--- config.mk ---
export PLATFORM = sky130hd
export DESIGN_NAME = apb_slave_regs
export DESIGN_NICKNAME = d
export VERILOG_FILES = /design/src/rtl/apb_slave_regs.sv
export SDC_FILE = /design/constraint.sdc
export NUM_CORES = 1
export LEC_CHECK = 0
export BUFFER_PORTS_ARGS = -buffer_cell sky130_fd_sc_hd__buf_2
export CAP_MARGIN = 20
export CORE_MARGIN = 8
export CORE_UTILIZATION = 50
export CTS_CLUSTER_DIAMETER = 200
export DETAILED_ROUTE_END_ITERATION = 10
export PLACE_DENSITY = 0.78
export SLEW_MARGIN = 20
export SYNTH_ARGS = -nofsm -noshare
export SYNTH_HDL_FRONTEND = slang
export SYNTH_SLANG_ARGS = --single-unit
--- constraint.sdc ---
create_clock -name clk -period 7 [get_ports clk]
set_clock_uncertainty 0.1 [all_clocks]
set_input_delay 1.75 -clock clk [delete_from_list [all_inputs] [get_ports clk]]
set_output_delay 1.75 -clock clk [all_outputs]
set_load 0.01 [all_outputs]
--- src/rtl/apb_slave_regs.sv ---
// APB slave with NUM_REGS x 32-bit registers; index 0 is a read-only ID.
// Define APB_SLAVE_WAIT_EN to insert WAIT_CYCLES wait states per transfer.
module apb_slave_regs #(
    parameter int NUM_REGS    = 8,
    parameter int WAIT_CYCLES = 2
) (
    input  logic        clk,
    input  logic        reset,
    input  logic        psel_i,
    input  logic        penable_i,
    input  logic [31:0] paddr_i,
    input  logic        pwrite_i,
    input  logic [31:0] pwdata_i,
    output logic        pready_o,
    output logic [31:0] prdata_o,
    output logic        pslverr_o
);
    localparam int          IDXW   = $clog2(NUM_REGS);
    localparam logic [31:0] ID_VAL = 32'hA9B0_0001;

    typedef enum logic {IDLE, ACCESS} state_t;

    state_t          state;
    logic [31:0]     addr_q;
    logic [31:0]     wdata_q;
    logic            write_q;
    logic [31:0]     regs [NUM_REGS];

    logic [IDXW-1:0] idx;
    logic            addr_ok;
    logic            is_id;
    logic            cnt_zero;
    logic            complete;

    assign idx     = addr_q[2 +: IDXW];
    assign is_id   = (idx == '0);
    assign addr_ok = (addr_q[1:0] == 2'b00) && (addr_q[31:2+IDXW] == '0);

`ifdef APB_SLAVE_WAIT_EN
    logic [3:0] cnt;
    assign cnt_zero = (cnt == 4'd0);
`else
    logic [3:0] unused_wait;
    assign unused_wait = 4'(WAIT_CYCLES);
    assign cnt_zero    = 1'b1;
`endif

    // Gated by reset so the bus sees no response while reset is held.
    assign complete  = reset && (state == ACCESS) && psel_i && penable_i && cnt_zero;
    assign pready_o  = complete;
    assign pslverr_o = complete && (!addr_ok || (write_q && is_id));
    assign prdata_o  = (complete && !write_q && addr_ok) ? (is_id ? ID_VAL : regs[idx]) : 32'd0;

    always_ff @(posedge clk) begin
        if (!reset) begin
            state   <= IDLE;
            addr_q  <= '0;
            wdata_q <= '0;
            write_q <= 1'b0;
`ifdef APB_SLAVE_WAIT_EN
            cnt     <= 4'd0;
`endif
            for (int i = 0; i < NUM_REGS; i++) regs[i] <= '0;
        end else begin
            case (state)
                IDLE: begin
                    if (psel_i && !penable_i) begin
                        state   <= ACCESS;
                        addr_q  <= paddr_i;
                        write_q <= pwrite_i;
                        wdata_q <= pwdata_i;
`ifdef APB_SLAVE_WAIT_EN
                        cnt     <= 4'(WAIT_CYCLES);
`endif
                    end
                end
                ACCESS: begin
                    if (!psel_i) begin
                        state <= IDLE;
                    end else if (!penable_i) begin
                        // A fresh setup phase mid-transfer restarts the transfer.
                        addr_q  <= paddr_i;
                        write_q <= pwrite_i;
                        wdata_q <= pwdata_i;
`ifdef APB_SLAVE_WAIT_EN
                        cnt     <= 4'(WAIT_CYCLES);
`endif
                    end else if (!cnt_zero) begin
`ifdef APB_SLAVE_WAIT_EN
                        cnt <= cnt - 4'd1;
`endif
                    end else begin
                        state <= IDLE;
                        if (write_q && addr_ok && !is_id) regs[idx] <= wdata_q;
                    end
                end
                default: state <= IDLE;
            endcase
        end
    end
endmodule

---- Yosys cells after proc, flatten, opt, wreduce, memory -nomap -nowiden ----
Memories as Yosys holds them, arrays and structs flattened. A register that Yosys moved wholly into a read port is not among the register bits.
Index checks and enable logic that the tools add are counted.
storage, ports and cells
  register bits ........................... 66
  bits in writable memories ............... 256
  output and inout port bits .............. 34
  logic and storage cells ................. 60
  memories ................................ 1
cells by class
  equality and inequality tests ........... 3
  multiplexer cells ....................... 30
  bitwise logic cells ..................... 1
  reduce and logical (&&, ||, !) cells .... 21
memories
  memory  words  bits a word  read ports  clocked after memory_dff  wr ports  RTL line  source
  regs    8      32           1           1                         8         27        logic [31:0] regs [NUM_REGS];
operators by type and width
  operator            count
  $mux 32             9
  $pmux 32 s2         2
  $reduce_or 32->1    1
  $logic_not 27->1    1
  $mux 1              14
  $logic_and 1x1->1   11
  $mux 3              3
  $ne 2x2->1 const B  3
  $logic_not 1->1     4
  $pmux 1 s2          2
  $logic_not 3->1     1
  $reduce_and 3->1    1
  $logic_not 2->1     1
  $logic_or 1x1->1    1
  $not 1->1           1

---- Longest topological paths before layout ----
Gate-level depths: netlist (run 1).
  depth after elaboration ................. 12
  gate-level depth with buffers ........... 7
  mapped depth without buffers ............ 5

---- Worst setup path after synthesis (run 1) ----
Ideal clock, no wire load.
  path type ............................... input-to-reg
  start ................................... in penable_i
  end ..................................... mem regs[6][0] (enable)
  arrival ................................. 5.776 ns
  required time ........................... 6.389 ns
  path slack .............................. 0.614 ns
  stages on the path ...................... 5
  path buffers ............................ 1
  path through ............................ nand4_2 inv_1 nand2_1 buf_1 o41ai_1
RTL lines
  item                RTL line  source
  start: declaration  10        input logic penable_i,
  end: declaration    27

---- Worst setup path in the final report (run 1) ----
  start ................................... in reset
  end ..................................... out prdata_o[16]
between the ends
  cells in the longest elaborated chain, start to end .. 6
RTL lines
  item                             RTL line  source
  start: declaration               8         input logic reset,
  $logic_and 1x1->1 (3 in series)  49        assign complete = reset && (state == ACCESS) && psel_i && penable_i && cnt_zero;
  $logic_and 1x1->1 (2 in series)  52        assign prdata_o = (complete && !write_q && addr_ok) ? (is_id ? ID_VAL : regs[idx]) : 32'd0;
  $mux 32                          52
  end: declaration                 15        output logic [31:0] prdata_o,
No other way between the ends.

==> results of run 1 <==
## registers in the layout, summed over array words and instances, names as in the netlist, named ones only
register  cells
regs        256
write_q       1
wdata_q      32
state         1
addr_q       32
## metal layers
layer | routed length [um] | GRT usage | vias to the layer above | share of wire
met5 | 0 | 0 | - | 0
met3 | 3170 | 0.0471 | 65 | 0.095
li1 | - | - | 4008 | -
met2 | 16200 | 0.336 | 406 | 0.48
met4 | 1010 | 0.0647 | 0 | 0.030
met1 | 13100 | 0.256 | 4404 | 0.39
## cells by family (layout without fill, tap and decap cells)
| kind of cell | Yosys count | in the layout | synth area share |
|---|---|---|---|
| buffers and inverters | 90 | 185 | 0.0273 |
| and+or+nand+nor | 448 | 448 | 0.166 |
| AOI/OAI and AO/OA | 81 | 81 | 0.0302 |
| other | 1 | 32 | 0.000269 |
| DFF | 325 | 325 | 0.650 |
| muxes | 96 | 96 | 0.126 |
## worst max path at each step
stage	start	to	slack, ps	depth (start not counted)
CTS	reset	prdata_o[13]	1650	7
global placement	reset	prdata_o[2]	1690	7
finish	reset	prdata_o[16]	1590	7
global route	reset	prdata_o[13]	1480	7
floorplan	penable_i	regs[6][0]$_SDFFCE_PN0P_	610	5
detailed placement	reset	prdata_o[13]	1660	7
## layout by cell type (no fill, tap or decap), types with 4 or more instances in the layout
cell	n
a21oi_1	73
and2_1	64
buf_2	102
buf_4	23
clkbuf_1	8
clkbuf_16	31
clkinv_1	8
clkinv_2	7
conb_1	32
dfxtp_1	65
edfxtp_1	256
mux2i_1	32
mux4_2	64
nand2_1	165
nor2_1	97
nor2_4	9
nor3_1	5
nor3b_1	32
nor4_1	48
nor4_4	4
## power by group
group | internal, uW | leakage [uW] | switching (uW) | total, uW
Combinational | 105 | 0.00174 | 158 | 263
Clock | 880 | 0.000456 | 679 | 1560
Sequential | 2150 | 0.00319 | 46.2 | 2200
Total | 3140 | 0.00539 | 882 | 4020
## area by class of cell
class	instances	share of cell area
multi-input cells	657	0.296
clock inverters	17	0.00788
well taps	378	0.0298
repair buffers	125	0.0430
inverters	4	0.00102
clock buffers	39	0.0507
flip-flops and latches	325	0.571
## metrics by stage
step,hold WS (ps),instance area [um^2],util,total power [uW],std cells
2_1_floorplan,336,14100,-,2400,1072
3_3_place_gp,343,15000,0.541,2500,1489
3_5_place_dp,348,15000,0.541,2500,1489
4_1_cts,357,15900,0.575,4040,1545
5_1_grt,384,15900,0.575,4140,1545
6_report,356,15900,0.575,4020,1545
## worst max-delay path: stages
cell	delay (ps)
buf_2	290
nand4_2	270
nor3_1	260
nand3_1	330
buf_4	360
nor2_1	140
buf_2	140
==> summary.md, run 1 <==
| Metric | Value |
|---|---|
| Worst-margin pin slew | 980 ps |
| DP Worst Slack | 1660 ps |
| Top Ports | 103 |
| RSZ-0062 raised after global routing | no |
| Commonest cells in the synthesized netlist | edfxtp_1 (256), nand2_1 (167), nor2_1 (97) |
| Max Clock Freq | 185 MHz |
| Remaining DRCs | 0 |
| Seq/Total Area, Yosys | 0.650 |
| Shortest period the worst path allows | 5410 ps |
| Initial antenna violation count | 0 |
| Pleak | 0.00539 uW |
| Via density | 5.75 |
| Top-count cell post-synth | edfxtp_1 |
| Clock transition at path regs | 60 ps |
| WS Path Type | in -> out |
| Ys flop type | edfxtp_1 |
| PwrDens | 253 nW/um^2 |
| Synth area leader | edfxtp_1 |
| Fraction of layout cells with a size suffix above 1 | 0.229 |
| Iter 0 DRT Violations | 891 |
| Hold Crit Start | addr_q[12]$_SDFFE_PN0P_ |
| Synth Warn # | 0 |
| Row cnt | 61 |
| Worst slew margin | 0.347 |
| Clk_lat worst skew | 550 ps |
| Detailed Route WL | 33.5 mm |
| Async set-reset flop share out of synthesis | 0 |
| Max cap viols | 0 |
| Final TNS setup | 0 ps |
| Setup Fix Bufs, Post-CTS | 0 |
| Mapped Area | 13900 um^2 |
| Final GP Congestion | 0.751 |
| Arr. time, crit path | 3560 ps |
| CTS Root Buffer Type | clkbuf_16 |
| Number of CTS-inserted buffers | 31 |
| Register bit count reported by yosys | 325 |
| Netlist cell types | 38 |
| WHS Path Cells | 2 |
| Largest net degree at the start of global routing | 72 |
| WP data required | 5150 ps |
| H-tree Lvls | 1 |
| Final setup vio count | 0 |
| Die width | 183 um |
| Max-slew violations | 0 |
| GRT Overall Usage | 0.201 |
| Part of the cycle the worst path needs | 0.772 |
| Starting density of the core | 0.505 |
| Hold Path End | addr_q[12]$_SDFFE_PN0P_ |
| Die ar. | 33500 um^2 |
| Synth top area cells | edfxtp_1 (55%), mux4_2 (10%), dfxtp_1 (9.9%) |
| Post-DP HPWL | 19.0 mm |
| Crit path max fanout | 21 |
| Synth top area share | 0.551 |
| Die H | 183 um |
| Type of origin of the critical path | input port |
| Post-synth EDFFs | 256 |
| Synth-to-layout area growth | 13.9% |
| Reg2reg path depth | 5 |
| Worst r2r src | addr_q[30]$_SDFFE_PN0P_ |
| Fill count | 2245 |
| Number of port buffers | 102 |
| GR Overflow Total | 0 |
| Deepest clock path buffer count | 3 |
| TritonRoute pass-1 iters | 7 |
| Final ANT Viol Nets | 0 |
| Syn_area_per_cell | 13.4 um^2 |
| Via count | 8883 |
| # resized after CTS | 0 |
| VDD IR-drop max | 0.000173 V |
| Final hold vios | 0 |
| Critical Path Sink Type | output pin |
| Total Nets Final | 1213 |
| CTS tree | yes |
| Core box area | 27600 um^2 |
| Hold Path Class | reg -> reg |
| Reg2reg end | regs[7][17]$_SDFFCE_PN0P_ |
| Global-route wire length before repair | 52.3 mm |
| Multi-input logic area | 4710 um^2 |
| Reg area | 9080 um^2 |
| Ant. Diodes | 0 |
| TritonCTS sink count | 325 |
| Final worst slack | 1590 ps |
| Worst R2R Setup Slack | 3500 ps |
| Cells after Synth | 1041 |
| Routed wire per std cell | 21.7 um |
| Vias in the first global route | 9187 |
| Hold bufs inserted after CTS | 0 |
| Status | finished, final reports clean |
Power figures use the tool's default switching activity.
==> inputs of run 2 (changes only) <==
==> constraint.sdc (replaced) <==
create_clock -name clk -period 5.36 [get_ports clk]
set_clock_uncertainty 0.1 [all_clocks]
set_input_delay 1.34 -clock clk [delete_from_list [all_inputs] [get_ports clk]]
set_output_delay 1.34 -clock clk [all_outputs]
set_load 0.01 [all_outputs]
==> summary.md, run 2 (same netlist as run 1, synthesis figures left out) <==
| Metric | Value |
|---|---|
| GRT Overall Usage | 0.201 |
| Remaining DRCs | 0 |
| Number of CTS-inserted buffers | 34 |
| Status | finished, final reports clean |
| Die H | 183 um |
| Area after DPL | 15000 um^2 |
| Deepest clock path buffer count | 3 |
| # resized after CTS | 0 |
| Hold Path Class | reg -> reg |
| Leading cell type in the layout, fill and taps excluded | edfxtp_1 |
| Iter 0 DRT Violations | 774 |
| Highest Signal Layer | met4 |
| VDD IR-drop max | 0.000215 V |
| Initial antenna violation count | 0 |
| Top Ports | 103 |
| Worst path slowest cell | buf_4 |
| Starting density of the core | 0.505 |
| Vias in the first global route | 9351 |
| WHS Path Cells | 2 |
| Max reg flops | 256 |
| TritonCTS sink count | 325 |
| Worst-margin pin slew | 978 ps |
| Shortest period the worst path allows | 4610 ps |
| Most frequent cells in the layout | edfxtp_1 (256), nand2_1 (165), buf_2 (102) |
| Die ar. | 33500 um^2 |
| Setup Fix Bufs, Post-CTS | 0 |
| Number of port buffers | 102 |
| Met2 Wirelength | 16.8 mm |
| Total Nets Final | 1217 |
| TritonRoute pass-1 iters | 5 |
| Reg2reg path depth | 5 |
| Ant. Diodes | 0 |
| H-tree Lvls | 2 |
| Via density | 5.72 |
| Pleak | 0.00549 uW |
| Fraction of layout cells with a size suffix above 1 | 0.231 |
| DP Worst Slack | 745 ps |
| GR Overflow Total | 0 |
| Critical Path Sink Type | output pin |
| Max Clock Freq | 217 MHz |
| WP data required | 3920 ps |
| Final worst slack | 750 ps |
| Arr. time, crit path | 3170 ps |
| Global-route wire length before repair | 52.2 mm |
| Met3 wire length | 2.98 mm |
| Final ANT Viol Nets | 0 |
| Clock transition at path regs | 60 ps |
| Detailed Route WL | 33.5 mm |
| Largest registers | regs (256), addr_q (32), wdata_q (32) |
| Largest net degree at the start of global routing | 58 |
| Hold bufs inserted after CTS | 0 |
| Most frequent CP cell | buf_2 |
| Core box area | 27600 um^2 |
| Row cnt | 61 |
| Final Util | 0.582 |
| Part of the cycle the worst path needs | 0.860 |
| Via count | 8884 |
| Worst slew margin | 0.347 |
| CTS tree | yes |
| Max cap viols | 0 |
| Clk_lat worst skew | 510 ps |
| Post-DP HPWL | 19.3 mm |
| Cell area after layout | 16100 um^2 |
| Type of origin of the critical path | input port |
| Largest Register | regs |
| CTS Root Buffer Type | clkbuf_16 |
| Wl on met1 | 12.9 mm |
| Die width | 183 um |
| Final GP Congestion | 0.752 |
| Critical Path Max Stage Delay | 350 ps |
| RSZ-0062 raised after global routing | no |
| Cell Chain, Critical Path | buf_2, nand4_2, nor3_1, nand3_1, buf_4, nor2_1, buf_2 |
| Synth-to-layout area growth | 15.2% |
| Final TNS setup | 0 ps |
| Max-slew violations | 0 |
| Final setup vio count | 0 |
| Final hold vios | 0 |
| WS Path Type | in -> out |
| Routed wire per std cell | 21.6 um |
| PwrDens | 340 nW/um^2 |
| Crit path max fanout | 22 |
## run 2: cell count changes in the layout (fill, tap and decap cells not counted), moves of 3 or more
cell       before  now
clkbuf_1        8   17
clkbuf_16      31   37
clkbuf_8        0    3
clkinv_1        8    1
clkinv_2        7    3
## run 2: metal layers
layer | GRT usage | up-vias
met5 | 0 | -
met4 | 0.0621 | 0
met3 | 0.0451 | 62
met2 | 0.347 | 408
met1 | 0.250 | 4386
li1 | - | 4028
## run 2: critical path: cells and delay by family
kind / cells / cell delay, ps
AND/OR/NAND/NOR: 4 / 980
buffers and inverters: 3 / 830
## run 2: power by group
group	switching (uW)	total (uW)	internal, uW
clock network	919	2240	1320
logic	203	342	139
registers	63.2	2880	2810
total	1190	5460	4270
## run 2: stage by stage
stage	total power (uW)	hold slack [ps]	std cells
2_1_floorplan	3140	336	1072
3_3_place_gp	3260	344	1490
3_5_place_dp	3270	348	1490
4_1_cts	5480	356	1552
5_1_grt	5610	377	1552
6_report	5460	353	1552
## run 2: area by class of cell
cell class | instances | area, um^2
timing repair buffer | 126 | 716
clock buffer | 58 | 1040
clock inverter | 4 | 20.0
sequential | 325 | 9080
fill | 2207 | 11600
multi-input combinational | 657 | 4730
inverter | 4 | 16.3
tap | 378 | 473
## run 2: worst paths after layout
check / start / to / slack (ps)
min: addr_q[0]$_SDFFE_PN0P_ / addr_q[0]$_SDFFE_PN0P_ / 350
max reg2reg: addr_q[30]$_SDFFE_PN0P_ / regs[6][19]$_SDFFCE_PN0P_ / 1990
min reg2reg: addr_q[0]$_SDFFE_PN0P_ / addr_q[0]$_SDFFE_PN0P_ / 350
max: reset / prdata_o[1] / 750
==> inputs of run 3 (changes only) <==
--- a/config.mk
+++ b/config.mk
@@ -9,6 +9,7 @@
 export CAP_MARGIN = 20
 export CORE_MARGIN = 8
 export CORE_UTILIZATION = 50
+export CTS_BUF_LIST = sky130_fd_sc_hd__clkbuf_16
 export CTS_CLUSTER_DIAMETER = 200
 export DETAILED_ROUTE_END_ITERATION = 10
 export PLACE_DENSITY = 0.78
==> summary.md, run 3 (same netlist as run 1, synthesis figures left out) <==
| Metric | Value |
|---|---|
| GR Overflow Total | 0 |
| P_sw | 1180 uW |
| WP data required | 3920 ps |
| WS Path Type | in -> out |
| Worst path slowest cell | buf_4 |
| Worst slew margin | 0.349 |
| Part of the cycle the worst path needs | 0.859 |
| Fraction of layout cells with a size suffix above 1 | 0.227 |
| CTS Root Buffer Type | clkbuf_16 |
| Deepest clock path buffer count | 3 |
| Total power | 5370 uW |
| Critical Path Max Stage Delay | 360 ps |
| Non-Filler Instances | 1552 |
| Via density | 5.71 |
| CTS tree | yes |
| Synth-to-layout area growth | 15.0% |
| Fill count | 2209 |
| Hold bufs inserted after CTS | 0 |
| Die width | 183 um |
| Max reg flops | 256 |
| Row cnt | 61 |
| TritonCTS sink count | 325 |
| Sw frac | 0.220 |
| Top Ports | 103 |
| Shortest period the worst path allows | 4600 ps |
| Largest Register | regs |
| Post-DP HPWL | 19.3 mm |
| Internal power | 4190 uW |
| Combinational Power Share | 0.064 |
| Leading cell type in the layout, fill and taps excluded | edfxtp_1 |
| Initial antenna violation count | 0 |
| Largest net degree at the start of global routing | 58 |
| Most frequent cells in the layout | edfxtp_1 (256), nand2_1 (165), buf_2 (102) |
| # resized after CTS | 0 |
| Routed wire per std cell | 21.5 um |
| Final ANT Viol Nets | 0 |
| Max-slew violations | 0 |
| DP Worst Slack | 745 ps |
| Clock power frac | 0.400 |
| Detailed Route WL | 33.4 mm |
| Core box area | 27600 um^2 |
| PwrDens | 335 nW/um^2 |
| Die H | 183 um |
| Cell Chain, Critical Path | buf_2, nand4_2, nor3_1, nand3_1, buf_4, nor2_1, buf_2 |
| Type of origin of the critical path | input port |
| Via count | 8869 |
| Hold WS | 353 ps |
| Number of port buffers | 102 |
| H-tree Lvls | 2 |
| Status | finished, final reports clean |
| Starting density of the core | 0.505 |
| Vias in the first global route | 9360 |
| Top delay family on crit path | simple AND/OR/NAND/NOR gates |
| GRT Overall Usage | 0.201 |
| Final worst slack | 758 ps |
| Most frequent CP cell | buf_2 |
| Multi-input logic area | 4730 um^2 |
| Largest registers | regs (256), addr_q (32), wdata_q (32) |
| Die ar. | 33500 um^2 |
| Clk_lat worst skew | 510 ps |
| Ant. Diodes | 0 |
| Iter 0 DRT Violations | 886 |
| Dpl cells | 1490 |
| Sequential share of power | 0.536 |
| Crit path max fanout | 22 |
| Setup Fix Bufs, Post-CTS | 0 |
| Final TNS setup | 0 ps |
| Reg area | 9080 um^2 |
| TritonRoute pass-1 iters | 6 |
| Pleak | 0.00554 uW |
| Max Clock Freq | 217 MHz |
| Total Nets Final | 1217 |
| VDD IR-drop max | 0.000213 V |
| Arr. time, crit path | 3160 ps |
| Worst-margin pin slew | 975 ps |
| Number of CTS-inserted buffers | 34 |
| RSZ-0062 raised after global routing | no |
| Remaining DRCs | 0 |
| Max cap viols | 0 |
| Final setup vio count | 0 |
| WP buf/inv | 3 |
| Hold Path Class | reg -> reg |
| Final GP Congestion | 0.752 |
| Clock transition at path regs | 60 ps |
| Final hold vios | 0 |
| Critical Path Sink Type | output pin |
| Global-route wire length before repair | 52.3 mm |
## run 3: cell count changes in the layout (fill, tap and decap cells not counted), sizes merged
cell,before,now
clkbuf,58,37
inv,4,22
clkinv,4,7
## run 3: worst paths after layout
path / slack (ps) / cells after the start / from / to
min reg2reg: 350 / 2 / addr_q[0]$_SDFFE_PN0P_ / addr_q[0]$_SDFFE_PN0P_
max: 760 / 7 / reset / prdata_o[1]
max reg2reg: 1970 / 5 / addr_q[30]$_SDFFE_PN0P_ / regs[6][19]$_SDFFCE_PN0P_
min: 350 / 2 / addr_q[0]$_SDFFE_PN0P_ / addr_q[0]$_SDFFE_PN0P_
## run 3: worst reg2reg max path, delay by kind of cell, from the launching register on
| kind | cells | cell delay (ps) |
|---|---|---|
| compound gates | 1 | 700 |
| simple gates | 3 | 1360 |
| flops | 1 | 310 |
| buf+inv | 1 | 530 |
## run 3: layout make-up
class | instances | share of cell area
flip-flops and latches | 325 | 0.566
multi-input cells | 657 | 0.295
clock buffers | 37 | 0.0577
repair buffers | 126 | 0.0446
well taps | 378 | 0.0295
clock inverters | 25 | 0.00616
inverters | 4 | 0.00101
## run 3: power groups by stage
stage / logic [uW] / registers [uW] / clock network, uW
after floorplan: 238 / 2900 / 0
after global placement: 337 / 2920 / 0
after detailed placement: 342 / 2930 / 0
after CTS: 344 / 2880 / 2180
after global routing: 368 / 2890 / 2280
final: 342 / 2880 / 2150
## run 3: routing by layer
layer  vias up  global-route usage  share of wire
met1      4347               0.251           0.39
met5         -                   0              0
met3        78              0.0457          0.088
li1       4031                   -              -
met4         0              0.0592          0.023
met2       413               0.348           0.50
## run 3: metrics by stage
| stage | util | area (um^2) |
|---|---|---|
| 6_report | 0.580 | 16000 |
| 5_1_grt | 0.580 | 16000 |
| 4_1_cts | 0.580 | 16000 |
| 3_5_place_dp | 0.543 | 15000 |
| 3_3_place_gp | 0.543 | 15000 |
| 2_1_floorplan | - | 14100 |
